<file path="config.mk">
export PLATFORM = sky130hd
export DESIGN_NAME = adc_rr_scheduler
export DESIGN_NICKNAME = d
export VERILOG_FILES = /design/src/rtl/adc_rr_scheduler.sv
export SDC_FILE = /design/constraint.sdc
export NUM_CORES = 1
export LEC_CHECK = 0
export CORE_UTILIZATION = 35
export CTS_BUF_LIST = sky130_fd_sc_hd__clkbuf_2
export DETAILED_ROUTE_END_ITERATION = 8
export GPL_ROUTABILITY_DRIVEN = 0
export PLACE_DENSITY = 0.62
export SYNTH_ARGS = -nofsm -noshare
export SYNTH_HDL_FRONTEND = slang
export SYNTH_SLANG_ARGS = --single-unit
</file>
<file path="constraint.sdc">
create_clock -name clock -period 1.95 [get_ports clock]
set_clock_uncertainty 0.05 [all_clocks]
set_input_delay 0.2925 -clock clock [delete_from_list [all_inputs] [get_ports clock]]
set_output_delay 0.2925 -clock clock [all_outputs]
set_load 0.05 [all_outputs]
</file>
<file path="src/rtl/adc_rr_scheduler.sv">
// Round-robin scheduler that shares one 8-bit ADC among 4 consumers and delivers tagged samples.
// Request to soc is 2 clocks and eoc to dav_ is 2 clocks; consumers may stall DAV indefinitely, and a watchdog aborts stuck conversions.
module adc_rr_scheduler #(
  parameter int unsigned TIMEOUT = 1023
) (
  input  logic       clock,
  input  logic       reset,
  input  logic [3:0] req,
  output logic       soc,
  input  logic       eoc,
  output logic [1:0] sel,
  input  logic [7:0] x,
  output logic [7:0] data,
  output logic [1:0] ch,
  output logic       dav_,
  input  logic       rfd,
  output logic       err,
  output logic       busy
);

  typedef enum logic [2:0] {
    S_IDLE,
    S_START,
    S_WAIT,
    S_DAV,
    S_ACK,
    S_ABORT
  } state_t;

  localparam logic [9:0] CNT_LAST = 10'(TIMEOUT - 1);

  state_t      state_q, state_d;
  logic [1:0]  last_q, last_d;
  logic [1:0]  sel_q, sel_d;
  logic [9:0]  cnt_q, cnt_d;
  logic        soc_q, soc_d;
  logic        dav_n_q, dav_n_d;
  logic        err_q, err_d;
  logic [7:0]  data_q, data_d;
  logic [1:0]  ch_q, ch_d;

  logic [1:0]  rot_amt;
  logic [7:0]  req_dbl;
  logic [3:0]  req_rot;
  logic [1:0]  pick_ofs;
  logic [1:0]  grant;
  logic [9:0]  cnt_inc;

  // Rotate requests so the channel after last sits at bit 0, then take the lowest set bit.
  always_comb begin
    rot_amt = last_q + 2'd1;
    req_dbl = {req, req};
    req_rot = req_dbl[{1'b0, rot_amt} +: 4];
    casez (req_rot)
      4'b???1: pick_ofs = 2'd0;
      4'b??10: pick_ofs = 2'd1;
      4'b?100: pick_ofs = 2'd2;
      default: pick_ofs = 2'd3;
    endcase
    grant = rot_amt + pick_ofs;
  end

  assign cnt_inc = (cnt_q == 10'h3FF) ? cnt_q : cnt_q + 10'd1;

  always_comb begin
    state_d = state_q;
    last_d  = last_q;
    sel_d   = sel_q;
    cnt_d   = cnt_q;
    soc_d   = soc_q;
    dav_n_d = dav_n_q;
    err_d   = err_q;
    data_d  = data_q;
    ch_d    = ch_q;
    case (state_q)
      S_IDLE: begin
        soc_d = 1'b0;
        err_d = 1'b0;
        if (eoc && (req != 4'b0000)) begin
          sel_d   = grant;
          cnt_d   = 10'd0;
          state_d = S_START;
        end
      end
      S_START: begin
        soc_d = 1'b1;
        cnt_d = cnt_inc;
        if (!eoc) begin
          soc_d   = 1'b0;
          cnt_d   = 10'd0;
          state_d = S_WAIT;
        end else if (cnt_q == CNT_LAST) begin
          state_d = S_ABORT;
        end
      end
      S_WAIT: begin
        soc_d = 1'b0;
        cnt_d = cnt_inc;
        if (eoc) begin
          data_d  = x;
          ch_d    = sel_q;
          state_d = S_DAV;
        end else if (cnt_q == CNT_LAST) begin
          state_d = S_ABORT;
        end
      end
      S_DAV: begin
        dav_n_d = 1'b0;
        if (!rfd) state_d = S_ACK;
      end
      S_ACK: begin
        dav_n_d = 1'b1;
        if (rfd) begin
          last_d  = ch_q;
          state_d = S_IDLE;
        end
      end
      S_ABORT: begin
        // Failed channel drops to lowest priority, previous sample stays on the bus.
        soc_d   = 1'b0;
        err_d   = 1'b1;
        last_d  = sel_q;
        state_d = S_IDLE;
      end
      default: state_d = S_IDLE;
    endcase
  end

  always_ff @(posedge clock or posedge reset) begin
    if (reset) begin
      state_q <= S_IDLE;
      last_q  <= 2'd3;
      sel_q   <= 2'd0;
      cnt_q   <= 10'd0;
      soc_q   <= 1'b0;
      dav_n_q <= 1'b1;
      err_q   <= 1'b0;
      data_q  <= 8'd0;
      ch_q    <= 2'd0;
    end else begin
      state_q <= state_d;
      last_q  <= last_d;
      sel_q   <= sel_d;
      cnt_q   <= cnt_d;
      soc_q   <= soc_d;
      dav_n_q <= dav_n_d;
      err_q   <= err_d;
      data_q  <= data_d;
      ch_q    <= ch_d;
    end
  end

  assign soc  = soc_q;
  assign sel  = sel_q;
  assign data = data_q;
  assign ch   = ch_q;
  assign dav_ = dav_n_q;
  assign err  = err_q;
  assign busy = (state_q != S_IDLE);

endmodule

</file>
==> results.json, run 1 <==
{
  "status": "finished clean",
  "cp_num_buf_inv": 1,
  "cts.path.max_buffers": 2,
  "cp.arrival_ns": 1.54,
  "fmax_ghz": 0.531,
  "synth-edff-count": 0,
  "rsz0062_at_grt": "no",
  "initial_core_util_pct": 36.5,
  "finalMaxSlewViolations": 0,
  "ir_worst_vdd_mv": 0.825,
  "fin_area_um2": 2240,
  "period_share_pct": 96.6,
  "wl_met2_mm": 1.85,
  "highest_layer": "met4",
  "postCtsSetupBuffers": 0,
  "worst-slew-pin-transition_ns": 0.521,
  "switching_share_pct": 48.7,
  "syn_to_final_growth_pct": 29.9,
  "seq_area_frac_synth_pct": 43.8,
  "p_per_area_nw_per_um2": 1540,
  "synthTopCellsByCount": "27 x dfrtp_1, 19 x nand2_1, 17 x o21ai_0",
  "drtAntennaViolNets": 0,
  "synthesis.area_um2": 1720,
  "synth_most_common_cell": "dfrtp_1",
  "worstSkewPairLatency_ns": 0.38,
  "grt_pass1_vias": 1445,
  "place_hpwl_mm": 2.79,
  "fin_cells": 295,
  "ctsRootBufferMaster": "clkbuf_2",
  "initialDrtViolationCount": 117,
  "cts_hold_buffers": 0,
  "power_frac_clock_pct": 9.0,
  "die_h_um": 72.1,
  "row_count": 25,
  "vias": 1519,
  "grt_antenna_before_repair": 0,
  "htree_levels": 2,
  "path_delay_family": "buffers and inverters",
  "nFillCells": 448,
  "cts_tree": "built",
  "path_class": "reg -> out",
  "yosys-top-cells-area": "dfrtp_1 39%, o21ai_0 4.9%, dfstp_2 4.6%, nand2_1 4.1%, mux2_1 3.9%",
  "crit_path_cell_trace": "clkdlybuf4s50_1",
  "power_mw": 3.44,
  "required_ns": 1.61,
  "io_pins": 32,
  "critPathLaunchType": "register",
  "grt_max_degree": 31,
  "synth_top_family_by_area": "compound AO/OA/AOI/OAI gates",
  "grt_pass1_wl_mm": 6.56,
  "timing.rr.end": "sel[0]$_DFFE_PP0P_",
  "maxCapViolCount": 0,
  "hold_viol": 0,
  "die_x_um": 72.1,
  "syn_area_per_cell_um2": 9.36,
  "synth_cells": 184,
  "insertedDiodeCount": 0,
  "clock-sinks": 30,
  "cts_buffers": 5,
  "slowest_delay_ns": 0.80,
  "fin_crit_ns": 1.88,
  "synthSimpleGateAreaFrac_pct": 19.8,
  "hold_path_class": "in -> async",
  "fin_util_pct": 47.4,
  "synth-main-ff-cell": "dfrtp_1",
  "setup_violations": 0,
  "yosysTopAreaCellShare_pct": 39.2,
  "layout-drive-gt1-share_pct": 15.8,
  "wl_met3_um": 153,
  "placeableCoreArea_um2": 4720,
  "synthXorXnorAreaFrac_pct": 0,
  "routed_wl_mm": 3.79,
  "dieArea_um2": 5200,
  "wl_met1_mm": 1.71,
  "placed_cells": 287,
  "overflow": 0,
  "end_kind": "output pin",
  "power_switching_mw": 1.68,
  "synth-adder-area-share_pct": 2.18,
  "synth_compound_gate_area_share_pct": 23.0,
  "p_int_mw": 1.77,
  "synth_seq_cells": 30,
  "drc": 0,
  "r2r_cells": 5,
  "power_frac_comb_pct": 58.7,
  "via_per_inst": 5.15,
  "finalHoldWorstSlack_ns": 0.210,
  "syn_nets": 203,
  "async_flop_share_pct": 100,
  "synth_cell_type_count": 45,
  "grt_usage_pct": 16.3,
  "final_nets": 246,
  "r2r-start": "last_q[0]$_DFFE_PP1P_",
  "slowest_stage": "clkdlybuf4s50_1",
  "reg2reg_setup_slack_ns": 0.18,
  "seqPwrFrac_pct": 32.3,
  "power_leakage_nw": 1.01,
  "cts.clk_slew.worst_paths_ns": 0.16,
  "yosys.area.top_type": "dfrtp_1",
  "post_dp_cell_area_um2": 2180,
  "wl_per_cell_um": 12.9,
  "dr.pass1.iters": 4,
  "io_buffers": 31,
  "synth_mux_area_share_pct": 7.19,
  "cp_max_fo": 2,
  "synth_warnings": 0,
  "maxSlewHeadroom_pct": 65.2
}
==> worst max path at each step <==
stage | startpoint | end | slack [ns] | depth (start not counted)
CTS | soc$_DFFE_PP0P_ | soc | 0.004 | 1
global placement | req[0] | sel[0]$_DFFE_PP0P_ | -0.12 | 6
floorplan | last_q[0]$_DFFE_PP1P_ | sel[0]$_DFFE_PP0P_ | 0.22 | 6
global route | last_q[0]$_DFFE_PP1P_ | sel[1]$_DFFE_PP0P_ | 0.005 | 6
finish | data[2]$_DFFE_PP0P_ | data[2] | 0.07 | 1
detailed placement | req[0] | sel[1]$_DFFE_PP0P_ | -0.12 | 7
==> cell families after synthesis <==
logic type,after synthesis
buf+inv,15
compound gates,58
mux,11
simple gates,67
flops,30
fa+ha+maj,3
==> state kept, by name, indices dropped and copies added (netlist names) <==
name / cells
cnt_q: 10
soc: 1
last_q: 2
dav_: 1
state_q: 3
sel: 2
data: 8
ch: 2
err: 1
==> stage by stage <==
stage	setup WS (ns)	setup TNS, ns
final	0.0671	0
after global routing	0.00538	0
after CTS	0.00449	0
after detailed placement	-0.123	-0.347
after global placement	-0.122	-0.281
after floorplan	0.219	0
==> area by class of cell <==
class | instances | area, um2 | area share (%)
Timing Repair Buffer | 44 | 430 | 19.2
Multi-Input combinational cell | 139 | 903 | 40.4
Clock inverter | 2 | 8.76 | 0.391
Inverter | 7 | 26.3 | 1.17
Tap cell | 67 | 83.8 | 3.75
Sequential cell | 30 | 754 | 33.7
Clock buffer | 6 | 30.0 | 1.34
==> cell usage in the layout, fill, tap and decap left out, types with 2 or more instances in the layout <==
master / n
o22ai_1: 4
and3_1: 2
mux2_1: 6
nor2b_1: 3
nand2b_1: 6
clkdlybuf4s50_1: 17
or3_1: 3
a31oi_1: 2
clkbuf_2: 6
a21oi_1: 13
dfstp_2: 3
dfrtp_1: 27
o41ai_1: 2
nor2_1: 9
mux2_2: 5
nor3_1: 6
nor3_2: 2
nand3_1: 10
o21ai_0: 17
and3b_1: 2
nand2_1: 19
a211oi_1: 3
o211ai_1: 2
buf_4: 14
dlygate4sd2_1: 4
ha_1: 3
o21ai_1: 3
inv_1: 7
dlymetal6s2s_1: 8
==> routing by layer <==
layer	vias to the layer above	track usage (%)
li1	759	-
met1	727	20.2
met2	25	26.8
met3	8	3.61
met4	0	7.84
met5	-	0
==> repair_timing <==
| item | in CTS | in global routing |
|---|---|---|
| gates cloned | 0 | 0 |
| gates resized for setup | 4 | 9 |
| endpoints found under the setup margin | 4 | 9 |
==> power groups by stage <==
stage	Sequential (mW)	Combinational (mW)	Clock [mW]
floorplan	1.55	0.964	0
global placement	1.11	2.06	0
detailed placement	1.13	2.07	0
CTS	1.11	2.04	0.322
global route	1.16	2.18	0.346
finish	1.11	2.02	0.309
Power figures use the tool's default switching activity.
==> run 2, diff against run 1 <==
clock period = 2.4 ns   (was 1.95 ns; I/O delays follow)
==> run 2 against run 1 <==
  * Flip-flop and latch count unchanged
  * Count of clock-buffer cells in the layout unchanged
  * Wire length decreased by 3.0%
  * Critical path depth unchanged
  * Power decreased by 17%
  * Hold slack improved by 0.084 ns
  * Critical path type unchanged
  * Largest cell class unchanged
==> results.json, run 2 (synthesized netlist as in run 1, its figures left out) <==
{
  "seqPwrFrac_pct": 32.2,
  "final_cell_mix": "30 x clkdlybuf4s50_1, 27 x dfrtp_1, 19 x nand2_1",
  "reg2reg_setup_slack_ns": 0.56,
  "power_switching_mw": 1.36,
  "wl_per_cell_um": 12.8,
  "layout_commonest_cell": "clkdlybuf4s50_1",
  "cts_buffers": 5,
  "rsz0062_at_grt": "no",
  "hold_viol": 0,
  "regMostFlops": "cnt_q",
  "setup_violations": 0,
  "p_int_mw": 1.51,
  "power_frac_comb_pct": 55.2,
  "drtAntennaViolNets": 0,
  "die_h_um": 72.1,
  "regArea_um2": 754,
  "routed_wl_mm": 3.68,
  "grt_antenna_before_repair": 0,
  "cp_num_buf_inv": 1,
  "fmax_ghz": 0.469,
  "maxCapViolCount": 0,
  "switching_share_pct": 47.3,
  "path_delay_family": "buffers and inverters",
  "critPathLaunchType": "register",
  "slowest_stage": "clkdlybuf4s50_1",
  "power_frac_clock_pct": 12.5,
  "overflow": 0,
  "maxSlewHeadroom_pct": 64.0,
  "r2r-start": "state_q[0]$_DFFE_PP0P_",
  "crit_path_cell_trace": "clkdlybuf4s50_1",
  "ctsRootBufferMaster": "clkbuf_2",
  "p_per_area_nw_per_um2": 1320,
  "grt_pass1_vias": 1311,
  "fin_crit_ns": 2.13,
  "cp_max_fo": 3,
  "worstSkewPairLatency_ns": 0.36,
  "placeableCoreArea_um2": 4720,
  "finalHoldWorstSlack_ns": 0.294,
  "slowest_delay_ns": 0.79,
  "grt_usage_pct": 15.7,
  "initialDrtViolationCount": 90,
  "row_count": 25,
  "worst-slew-pin-transition_ns": 0.540,
  "htree_levels": 2,
  "die_x_um": 72.1,
  "vias": 1458,
  "postCtsSetupBuffers": 0,
  "initial_core_util_pct": 36.5,
  "hold_path_class": "in -> async",
  "syn_to_final_growth_pct": 26.2,
  "cts_tree": "built",
  "cts.path.max_buffers": 2,
  "io_buffers": 31,
  "ir_worst_vdd_mv": 0.736,
  "nFillCells": 453,
  "cts_hold_buffers": 0,
  "clock-sinks": 30,
  "r2r_cells": 4,
  "insertedDiodeCount": 0,
  "io_pins": 32,
  "fin_setup_tns_ns": 0,
  "path_class": "reg -> out",
  "via_per_inst": 5.08,
  "drc": 0,
  "grt_pass1_wl_mm": 6.29,
  "cts.clk_slew.worst_paths_ns": 0.17,
  "dr.pass1.iters": 4,
  "power_leakage_nw": 0.868,
  "end_kind": "output pin",
  "largest_register_ff_count": 10,
  "status": "finished clean",
  "place_hpwl_mm": 2.55,
  "ctsResizeCount": 0,
  "required_ns": 1.99,
  "cp.arrival_ns": 1.72,
  "dieArea_um2": 5200,
  "grt_max_degree": 31,
  "finalMaxSlewViolations": 0,
  "period_share_pct": 88.8,
  "timing.rr.end": "cnt_q[1]$_DFFE_PP0P_",
  "final_nets": 238,
  "multi_input_area_um2": 898,
  "layout-drive-gt1-share_pct": 11.8
}
==> run 2: cell count changes in the layout (fill, tap and decap cells not counted) <==
| cell | previous run | this run |
|---|---|---|
| nor3_2 | 2 | 1 |
| dlymetal6s2s_1 | 8 | 0 |
| buf_4 | 14 | 6 |
| bufinv_16 | 0 | 1 |
| buf_12 | 1 | 0 |
| nor3_1 | 6 | 7 |
| clkdlybuf4s50_1 | 17 | 30 |
| clkinv_2 | 1 | 0 |
| dlygate4sd2_1 | 4 | 0 |
==> run 2: how the worst max path moves through the flow <==
stage	cells past startpoint	endpoint	startpoint	slack, ns
2_1_floorplan	6	sel[0]$_DFFE_PP0P_	last_q[0]$_DFFE_PP1P_	0.67
3_3_place_gp	7	sel[1]$_DFFE_PP0P_	req[0]	0.15
3_5_place_dp	7	sel[1]$_DFFE_PP0P_	req[0]	0.08
4_1_cts	1	dav_	dav_$_DFFE_PP1P_	0.25
5_1_grt	1	dav_	dav_$_DFFE_PP1P_	0.19
6_report	1	dav_	dav_$_DFFE_PP1P_	0.27
==> run 2: routing by layer <==
metal  GRT usage [%]  share of wire (%)
met1            22.9                 50
met3            4.31                4.9
met5               0                  0
met4            5.23                1.4
met2            22.5                 44
==> run 2: layout make-up <==
class / instances / share of cell area (%)
Clock buffer: 6 / 1.38
Tap cell: 67 / 3.86
Clock inverter: 2 / 1.56
Timing Repair Buffer: 36 / 15.9
Sequential cell: 30 / 34.7
Inverter: 7 / 1.21
Multi-Input combinational cell: 139 / 41.4
==> run 2: through the flow <==
stage / total power [mW] / worst slack [ns] / util [%] / cell area [um2] / instances
after detailed placement: 2.52 / 0.0834 / 44.6 / 2110 / 279
after CTS: 2.88 / 0.250 / 46.0 / 2170 / 287
after global placement: 2.51 / 0.149 / 44.6 / 2110 / 279
final: 2.87 / 0.270 / 46.0 / 2170 / 287
after floorplan: 2.04 / 0.669 / - / 1720 / 184
after global routing: 3.06 / 0.187 / 46.0 / 2170 / 287
==> run 2: tightest hold or removal path, cell delays in order <==
cell	delay, ns
clkdlybuf4s50_1	0.39
inv_1	0.05
buf_4	0.35
==> run 2: power groups by stage <==
stage,combinational (mW),clock [mW],sequential [mW]
final,1.58,0.360,0.924
after detailed placement,1.58,0,0.934
after global placement,1.57,0,0.933
after floorplan,0.783,0,1.26
after CTS,1.59,0.366,0.930
after global routing,1.70,0.393,0.968
